$ cat src/rtl/envelope_smoother_pkg.sv
// Shared envelope-block settings offsets, clear bit and gate state encoding.
package envelope_smoother_pkg;

  localparam int SR_ENV_THRESH = 0;
  localparam int SR_ENV_HOLD   = 1;
  localparam int CLEAR_BIT     = 31;

  typedef enum logic [1:0] {
    GATE_CLOSED = 2'd0,
    GATE_OPEN   = 2'd1,
    GATE_HANG   = 2'd2
  } gate_state_t;

  function automatic logic [7:0] sr_addr(input int base, input int ofs);
    return 8'(base + ofs);
  endfunction

endpackage

$ cat src/rtl/envelope_smoother_mag_delay_line.sv
// Ring buffer of the last 2^WIN_LOG2 magnitudes; o_oldest is the sample leaving the window (0 while filling).
// Combinational read, registered write; a clear this cycle makes the pushed sample the first of a fresh window.
module mag_delay_line #(
  parameter int WIN_LOG2 = 4
) (
  input  logic        clk,
  input  logic        reset,
  input  logic        i_clear,
  input  logic        i_push,
  input  logic [15:0] i_mag,
  output logic [15:0] o_oldest
);

  localparam int N = 1 << WIN_LOG2;

  logic [15:0]         r_buf [N];
  logic [WIN_LOG2-1:0] r_wp;
  logic [WIN_LOG2:0]   r_fill;

  logic [WIN_LOG2-1:0] w_wp;
  logic [WIN_LOG2:0]   w_fill;
  logic                w_full;

  assign w_wp     = i_clear ? '0 : r_wp;
  assign w_fill   = i_clear ? '0 : r_fill;
  assign w_full   = (w_fill == (WIN_LOG2+1)'(N));
  assign o_oldest = w_full ? r_buf[w_wp] : 16'd0;

  // No reset on the storage so it can live in distributed RAM; fill masks stale entries.
  always_ff @(posedge clk) begin
    if (i_push) r_buf[w_wp] <= i_mag;
  end

  always_ff @(posedge clk) begin
    if (reset) begin
      r_wp   <= '0;
      r_fill <= '0;
    end else if (i_push) begin
      r_wp   <= w_wp + WIN_LOG2'(1);
      r_fill <= w_full ? w_fill : w_fill + (WIN_LOG2+1)'(1);
    end else if (i_clear) begin
      r_wp   <= '0;
      r_fill <= '0;
    end
  end

endmodule

$ cat src/rtl/envelope_smoother.sv
// Boxcar-averages magnitude over 2^WIN_LOG2 samples and gates it with hysteresis/hangover; 1-cycle latency.
// One-deep output register: i_tready = o_tready | ~o_tvalid, outputs held stable under backpressure.
module envelope_smoother
  import envelope_smoother_pkg::*;
#(
  parameter int WIN_LOG2 = 4,
  parameter int SR_BASE  = 130
) (
  input  logic        clk,
  input  logic        reset,
  input  logic        set_stb,
  input  logic [7:0]  set_addr,
  input  logic [31:0] set_data,
  input  logic [31:0] i_tdata,
  input  logic        i_tlast,
  input  logic        i_tvalid,
  output logic        i_tready,
  output logic [31:0] o_tdata,
  output logic        o_tuser,
  output logic        o_tlast,
  output logic        o_tvalid,
  input  logic        o_tready
);

  localparam int SW = 16 + WIN_LOG2;

  logic [31:0]  r_thresh;
  logic [15:0]  r_hold;
  logic [SW-1:0] r_sum;
  gate_state_t  r_state;
  logic [15:0]  r_hcnt;
  logic [31:0]  r_tdata;
  logic         r_tuser;
  logic         r_tlast;
  logic         r_tvalid;

  logic          w_thr_wr;
  logic          w_hold_wr;
  logic          w_clear;
  logic          w_accept;
  logic [15:0]   w_oldest;
  logic [SW-1:0] w_sum_next;
  logic [15:0]   w_avg;
  gate_state_t   w_state_base;
  gate_state_t   w_state_next;
  logic [15:0]   w_hcnt_base;
  logic [15:0]   w_hcnt_next;

  assign w_thr_wr  = set_stb && (set_addr == sr_addr(SR_BASE, SR_ENV_THRESH));
  assign w_hold_wr = set_stb && (set_addr == sr_addr(SR_BASE, SR_ENV_HOLD));
  assign w_clear   = w_hold_wr && set_data[CLEAR_BIT];
  assign i_tready  = o_tready | ~r_tvalid;
  assign w_accept  = i_tvalid & i_tready;

  mag_delay_line #(.WIN_LOG2(WIN_LOG2)) u_delay (
    .clk      (clk),
    .reset    (reset),
    .i_clear  (w_clear),
    .i_push   (w_accept),
    .i_mag    (i_tdata[15:0]),
    .o_oldest (w_oldest)
  );

  // A coincident clear is applied before the sample, so it starts a new window.
  assign w_sum_next   = (w_clear ? '0 : r_sum) + SW'(i_tdata[15:0]) - SW'(w_oldest);
  assign w_avg        = w_sum_next[SW-1:WIN_LOG2];
  assign w_state_base = w_clear ? GATE_CLOSED : r_state;
  assign w_hcnt_base  = w_clear ? 16'd0 : r_hcnt;

  always_comb begin
    w_state_next = w_state_base;
    w_hcnt_next  = w_hcnt_base;
    case (w_state_base)
      GATE_CLOSED: begin
        if (w_avg >= r_thresh[31:16]) w_state_next = GATE_OPEN;
      end
      GATE_OPEN: begin
        if (w_avg < r_thresh[15:0]) begin
          w_hcnt_next  = 16'd0;
          w_state_next = (r_hold == 16'd0) ? GATE_CLOSED : GATE_HANG;
        end
      end
      GATE_HANG: begin
        if (w_avg >= r_thresh[15:0])
          w_state_next = GATE_OPEN;
        else if ({1'b0, w_hcnt_base} + 17'd1 == {1'b0, r_hold})
          w_state_next = GATE_CLOSED;
        else
          w_hcnt_next = w_hcnt_base + 16'd1;
      end
      default: w_state_next = GATE_CLOSED;
    endcase
  end

  always_ff @(posedge clk) begin
    if (reset) begin
      r_state <= GATE_CLOSED;
      r_hcnt  <= 16'd0;
      r_sum   <= '0;
    end else if (w_accept) begin
      r_state <= w_state_next;
      r_hcnt  <= w_hcnt_next;
      r_sum   <= w_sum_next;
    end else if (w_clear) begin
      r_state <= GATE_CLOSED;
      r_hcnt  <= 16'd0;
      r_sum   <= '0;
    end
  end

  always_ff @(posedge clk) begin
    if (reset) begin
      r_thresh <= 32'hFFFF_FFFF;
      r_hold   <= 16'd0;
    end else begin
      if (w_thr_wr)  r_thresh <= set_data;
      if (w_hold_wr) r_hold   <= set_data[15:0];
    end
  end

  always_ff @(posedge clk) begin
    if (reset) begin
      r_tvalid <= 1'b0;
      r_tdata  <= 32'd0;
      r_tuser  <= 1'b0;
      r_tlast  <= 1'b0;
    end else if (w_accept) begin
      r_tvalid <= 1'b1;
      r_tdata  <= {i_tdata[31:16], w_avg};
      r_tuser  <= (w_state_next != GATE_CLOSED);
      r_tlast  <= i_tlast;
    end else if (o_tready) begin
      r_tvalid <= 1'b0;
    end
  end

  assign o_tdata  = r_tdata;
  assign o_tuser  = r_tuser;
  assign o_tlast  = r_tlast;
  assign o_tvalid = r_tvalid;

endmodule

$ cat config.mk
export PLATFORM = sky130hd
export DESIGN_NAME = envelope_smoother
export DESIGN_NICKNAME = d
export VERILOG_FILES = /design/src/rtl/envelope_smoother_pkg.sv /design/src/rtl/envelope_smoother_mag_delay_line.sv /design/src/rtl/envelope_smoother.sv
export SDC_FILE = /design/constraint.sdc
export NUM_CORES = 1
export LEC_CHECK = 0
export CAP_MARGIN = 40
export CORE_UTILIZATION = 58
export CTS_CLUSTER_SIZE = 10
export DETAILED_ROUTE_END_ITERATION = 10
export DONT_BUFFER_PORTS = 1
export HOLD_SLACK_MARGIN = 0.12
export PLACE_DENSITY = 0.76
export SLEW_MARGIN = 20
export SYNTH_ARGS = -nofsm -noshare
export SYNTH_HDL_FRONTEND = slang
export SYNTH_SLANG_ARGS = --single-unit
$ cat constraint.sdc
create_clock -name clk -period 7.9 [get_ports clk]
set_input_delay 0.79 -clock clk [delete_from_list [all_inputs] [get_ports clk]]
set_output_delay 0.79 -clock clk [all_outputs]
set_load 0.005 [all_outputs]
==> Yosys cells after proc, flatten, opt, wreduce, memory -nomap -nowiden <==
Memories as Yosys holds them, arrays and structs flattened.
Cells that the tools add are included.
Widths: inputs -> output; s select.
{ "classes": {"n_eq_ne": 6, "n_bitwise": 3, "order_cmp": 3, "muxes": 26, "n_reduce_logical": 7, "n_addsub": 6} }
{ "ops": {"columns": ["operator", "n"], "rows": [
  ["$mux 16", 6],
  ["$mux 20", 2],
  ["$ge 16x16->1", 2],
  ["$pmux 16 s2", 1],
  ["$add 20x16->20", 1],
  ["$sub 20x16->20", 1],
  ["$add 16x1->17 const B", 1],
  ["$eq 17x16->1", 1],
  ["$add 16x1->16 const B", 1],
  ["$eq 8x8->1 const B", 2],
  ["$logic_not 16->1", 1],
  ["$lt 16x16->1", 1],
  ["$mux 5", 3],
  ["$mux 2", 7],
  ["$mux 4", 2],
  ["$pmux 2 s3", 1],
  ["$add 5x1->5 const B", 1],
  ["$eq 5x5->1 const B", 1],
  ["$add 4x1->4 const B", 1],
  ["$mux 1", 4],
  ["$reduce_bool 2->1", 2],
  ["$logic_and 1x1->1", 3],
  ["$eq 2x1->1 const B", 1],
  ["$eq 2x2->1 const B", 1],
  ["4 further kinds", 4]
]} }
{ "totals": {"mem_count": 1, "register_bits": 130, "mem_bits_rw": 256, "output_inout_bits": 36, "inputBits": 78, "word_cells": 63} }
{ "memory_table": {"columns": ["memory", "words", "word_bits", "rd", "rd_ports_with_merged_regs", "wr", "line_no", "source"], "rows": [
  ["u_delay.r_buf", 16, 16, 1, 0, 1, "envelope_smoother_mag_delay_line.sv:16", "logic [15:0] r_buf [N];"]
]} }

==> Logic depth before layout (Yosys ltp) <==
{ "logic_depth": {"depth_word": 11, "ltp_mapped": 34, "ltp_nobuf": 32} }

==> Modules after synthesis <==
From an unflattened synthesis, not the netlist that was laid out.
{ "hier_totals": {"hier_cells": 1656, "area_unflattened_um2": 18602.8} }
{ "by_module_without_submodules": {"columns": ["mod", "n_inst", "cells_per_inst", "seq_area_each_um2", "area_each_um2"], "rows": [
  ["mag_delay_line", 1, 621, 7867.5, 10631.4],
  ["envelope_smoother", 1, 1035, 2422.3, 7971.4]
]} }

==> Worst setup path after synthesis <==
Ideal clock, no wire load.
{ "synth_timing": {"path_type": "input to register", "from": "input port set_addr[5]", "to": "register r_hcnt[13]", "setup_time_ns": 0.114, "t_required_ns": 7.786, "path_buffers": 3, "cell_stages": 34, "setup_slack_ns": 0.316, "arrival_ns": 7.470, "cell_sequence": "nor4b_1 -> nand4_1 -> and2_1 -> inv_1 -> clkbuf_1 -> buf_1 -> a211oi_1 -> a31oi_1 -> o22ai_1 -> nor3_1 -> fa_1 -> inv_1 -> ha_1 -> a211oi_1 -> nor2_1 -> o31ai_1 -> a21oi_1 -> o21ai_0 -> a211oi_1 -> a211oi_1 -> a21oi_1 -> xnor2_1 -> ha_1 -> nand4_1 -> nor3_1 -> o21ai_0 -> a21oi_1 -> or3_1 -> a21o_1 -> a21oi_4 -> buf_2 -> nand3_1 -> mux2i_1 -> a21o_1"} }
{ "synth_between": {"elab_chain_len": 11, "elab_cells_between_ends": 25, "cone_classes": "add/sub (4); order compare (2); eq/ne (5); mux (11); reduce/logical (2); memory (1)"} }
{ "synth_rtl": {"columns": ["item", "line_no", "source"], "rows": [
  ["start: declaration", "envelope_smoother.sv:12", "input logic [7:0] set_addr,"],
  ["$eq 8x8->1 *", "envelope_smoother.sv:50", "assign w_hold_wr = set_stb && (set_addr == sr_addr(SR_BASE, SR_ENV_HOLD));"],
  ["$logic_and 1x1->1 *", "envelope_smoother.sv:50", null],
  ["$logic_and 1x1->1 *", "envelope_smoother.sv:51", "assign w_clear = w_hold_wr && set_data[CLEAR_BIT];"],
  ["parallel branches: the longest is 3 deep, another holds $add 20x16->20", null, null],
  ["$sub 20x16->20 *", "envelope_smoother.sv:65", "assign w_sum_next = (w_clear ? '0 : r_sum) + SW'(i_tdata[15:0]) - SW'(w_oldest);"],
  ["via w_sum_next[19]", "envelope_smoother.sv:42", "logic [SW-1:0] w_sum_next;"],
  ["$ge 16x16->1 / $lt 16x16->1 (equally long branches)", "envelope_smoother.sv:84, envelope_smoother.sv:78", null],
  ["$mux 16, on equally long branches", "envelope_smoother.sv:84, envelope_smoother.sv:78", null],
  ["$pmux 16 s2 *", "envelope_smoother.sv:73", "case (w_state_base)"],
  ["$mux 16 *", "envelope_smoother.sv:100", "end else if (w_accept) begin"],
  ["end signal: assignment", "envelope_smoother.sv:102", "r_hcnt <= w_hcnt_next;"],
  ["end: declaration", "envelope_smoother.sv:31", "logic [15:0] r_hcnt;"]
]} }
Mark *: on every way through the listed nets, which the timed path passes.
A chain may end at the register's enable or synchronous reset.

==> Worst setup path after layout <==
{ "layout_timing": {"from": "input port set_addr[5]", "to": "register r_hcnt[2]"} }
Same word-level chain as after synthesis.

==> out/metrics.yaml <==
status: "finished, final reports clean"
fmaxAchievable_mhz: 137
synthArstFlopShare_pct: 0
maxCapViolations: 0
skew_ps: 19.6
hold_viol: 0
p_total_mw: 5.41
cts_root_buffer: "clkbuf_16"
worstSetupPathType: "in2reg"
ys_seq_elements: 386
h-tree-depth: 2
io-pin-count: 114
worst_hold_slack_ps: 323
stdcell_area_sq_um: 20200
worstHoldStart: "reset"
relSlewSlack_pct: 39.5
clk_path_buf_depth: 3
synth.avg_cell_area_sq_um: 10.7
ir_drop_uv: 208
io_buffers: 0
seq_area_frac_synth_pct: 57.0
cp.required_ps: 8320
cts.clk_slew.worst_paths_ps: 60
setup_viol: 0
synth_top_flop_cell: "edfxtp_1"
cts_tree: "done"
vias: 13286
slowest_stage: "fa_1"
timing.rr.start: "u_delay.r_wp[0]"
drt_wl_total_mm: 46.5
grt_overflow: 0
worstSetupStartpoint: "set_addr[5]"
cp.arrival_ps: 7720
dr.pass1.iters: 5
layout-drive-gt1-share_pct: 9.92
nFillCells: 2298
worstMarginPinSlew_ps: 904
leakagePower_nw: 7.66
area_delta_synth_final_pct: 11.7
final_max_slew_viol_count: 0
grt_pass1_vias: 12721
synthesis.area_sq_um: 18100
cp_slowest_stage_delay_ps: 470
rows: 64
drt-vias-per-instance: 6.24
synth_edf_count: 256
ant_nets: 0
cp-start-kind: "input pin"
grt_pass1_wl_mm: 71.0
hold_buffers: 0
clock_sinks: 386
path_max_fanout: 15
die-area_sq_um: 31800
synthCells: 1680
ys_types: 72
dp_hpwl_mm: 31.0
dieHeight_um: 178
placed_area_sq_um: 18800
synth_warnings: 0
drt_iter0_drc: 1511
post-route-util_pct: 65.9
drc: 0
grt_max_degree: 120
mostFrequentLayoutCells: "nand2_1, edfxtp_1, dfxtp_1, nor2_1, a21oi_1"
hold_class: "in2reg"
clkLatencyLatePin_ps: 560
synth_nets: 1837
layout_commonest_cell: "nand2_1"
cts_buffers: 45
period_minus_slack_ps: 7290
core_sq_um: 30600
initial_utilization_pct: 59.0
powerDensity_nw_per_um2: 269
cp-end-kind: "flip-flop"
grt_util_all_layers_pct: 29.5
wl_per_cell_um: 21.9
antenna_cells: 0
finalCritPeriodShare_pct: 92.3
die_x_um: 178
place.gp.congestion: 0.908
rsz0062_at_grt: "no"
nNetsFinal: 1858
antenna_found_initial: 0
-- cell families after synthesis --
kind of cell,Yosys count,share of synthesized area (%)
xor+xnor,33,1.60
simple gates,606,15.1
mux,54,3.78
buf+inv,184,3.86
fa+ha+maj,79,6.14
flops,386,57.0
compound gates,338,12.5
-- timing repair --
item / in CTS / in global routing
setup buffers: 0 / 4
resized for setup: 0 / 5
setup endpoints to repair: 0 / 12
-- critical path: cells and delay by family --
family / cells / cell delay, ps
buf+inv: 5 / 880
simple gates: 9 / 1780
compound gates: 15 / 2920
xor+xnor: 1 / 240
fa+ha+maj: 3 / 1040
-- area by class of cell --
type,instances,area [sq um],area share (%)
Clock inverter,2,40.0,0.199
Clock buffer,77,1300,6.43
Tap cell,396,495,2.46
Multi-Input combinational cell,1110,7100,35.2
Timing Repair Buffer,72,611,3.03
Inverter,86,328,1.63
Sequential cell,386,10300,51.1
-- metrics by stage --
step                      worst slack [ps]  instances  TNS (ps)
after CTS                              447       2123         0
after global placement                 280       2041         0
final                                  607       2129         0
after floorplan                        316       1680         0
after detailed placement             -36.9       2044     -85.7
after global routing                 0.854       2129         0
-- layer usage --
metal	wire, um	GRT usage (%)	part of all wire (%)	vias to the layer above
li1	-	-	-	6114
met1	18800	38.6	40	6370
met2	21600	47.3	47	671
met3	4170	6.16	9.0	131
met4	1920	13.1	4.1	0
met5	0	0	0	-
-- synth_stat cells (7+ instances only) --
| cell type | number | area, sq um |
|---|---|---|
| a211o_1 | 35 | 307 |
| a211oi_1 | 46 | 345 |
| a21o_1 | 8 | 60.1 |
| a21oi_1 | 96 | 480 |
| a311oi_1 | 9 | 78.8 |
| a31oi_1 | 40 | 250 |
| and2_1 | 11 | 68.8 |
| and3_1 | 18 | 113 |
| buf_1 | 15 | 56.3 |
| clkbuf_1 | 78 | 293 |
| dfxtp_1 | 130 | 2600 |
| edfxtp_1 | 256 | 7690 |
| fa_1 | 16 | 320 |
| ha_1 | 63 | 788 |
| inv_1 | 84 | 315 |
| mux2_2 | 13 | 146 |
| mux2i_1 | 31 | 310 |
| mux4_2 | 10 | 225 |
| nand2_1 | 280 | 1050 |
| nand2b_1 | 16 | 100 |
| nand3_1 | 61 | 305 |
| nand4_1 | 20 | 125 |
| nor2_1 | 121 | 454 |
| nor2b_1 | 22 | 138 |
| nor3_1 | 24 | 120 |
| o21ai_0 | 40 | 200 |
| o22ai_1 | 15 | 93.8 |
| or3_1 | 7 | 43.8 |
| xnor2_1 | 26 | 228 |
| xor2_1 | 7 | 61.3 |
-- path summary, 6_finish.rpt --
| path | to | slack (ps) | depth (start not counted) |
|---|---|---|---|
| max | r_hcnt[2] | 610 | 33 |
| min reg2reg | o_tdata[30] | 470 | 2 |
| min | o_tdata[27] | 320 | 1 |
| max reg2reg | r_hcnt[2] | 750 | 27 |
-- power by group --
part	total [mW]	internal, mW	switching, mW
sequential	2.30	2.24	0.0545
clock	1.90	1.11	0.786
combinational	1.22	0.488	0.731
total	5.41	3.84	1.57
-- flip-flops by register name (all words and copies together), names as in the netlist, 4 cells and up --
signal / count
o_tdata: 32
u_delay.r_wp: 4
r_hold: 16
u_delay.r_buf: 256
r_sum: 20
u_delay.r_fill: 5
r_hcnt: 16
r_thresh: 32
(Power assumes the default switching activity.)
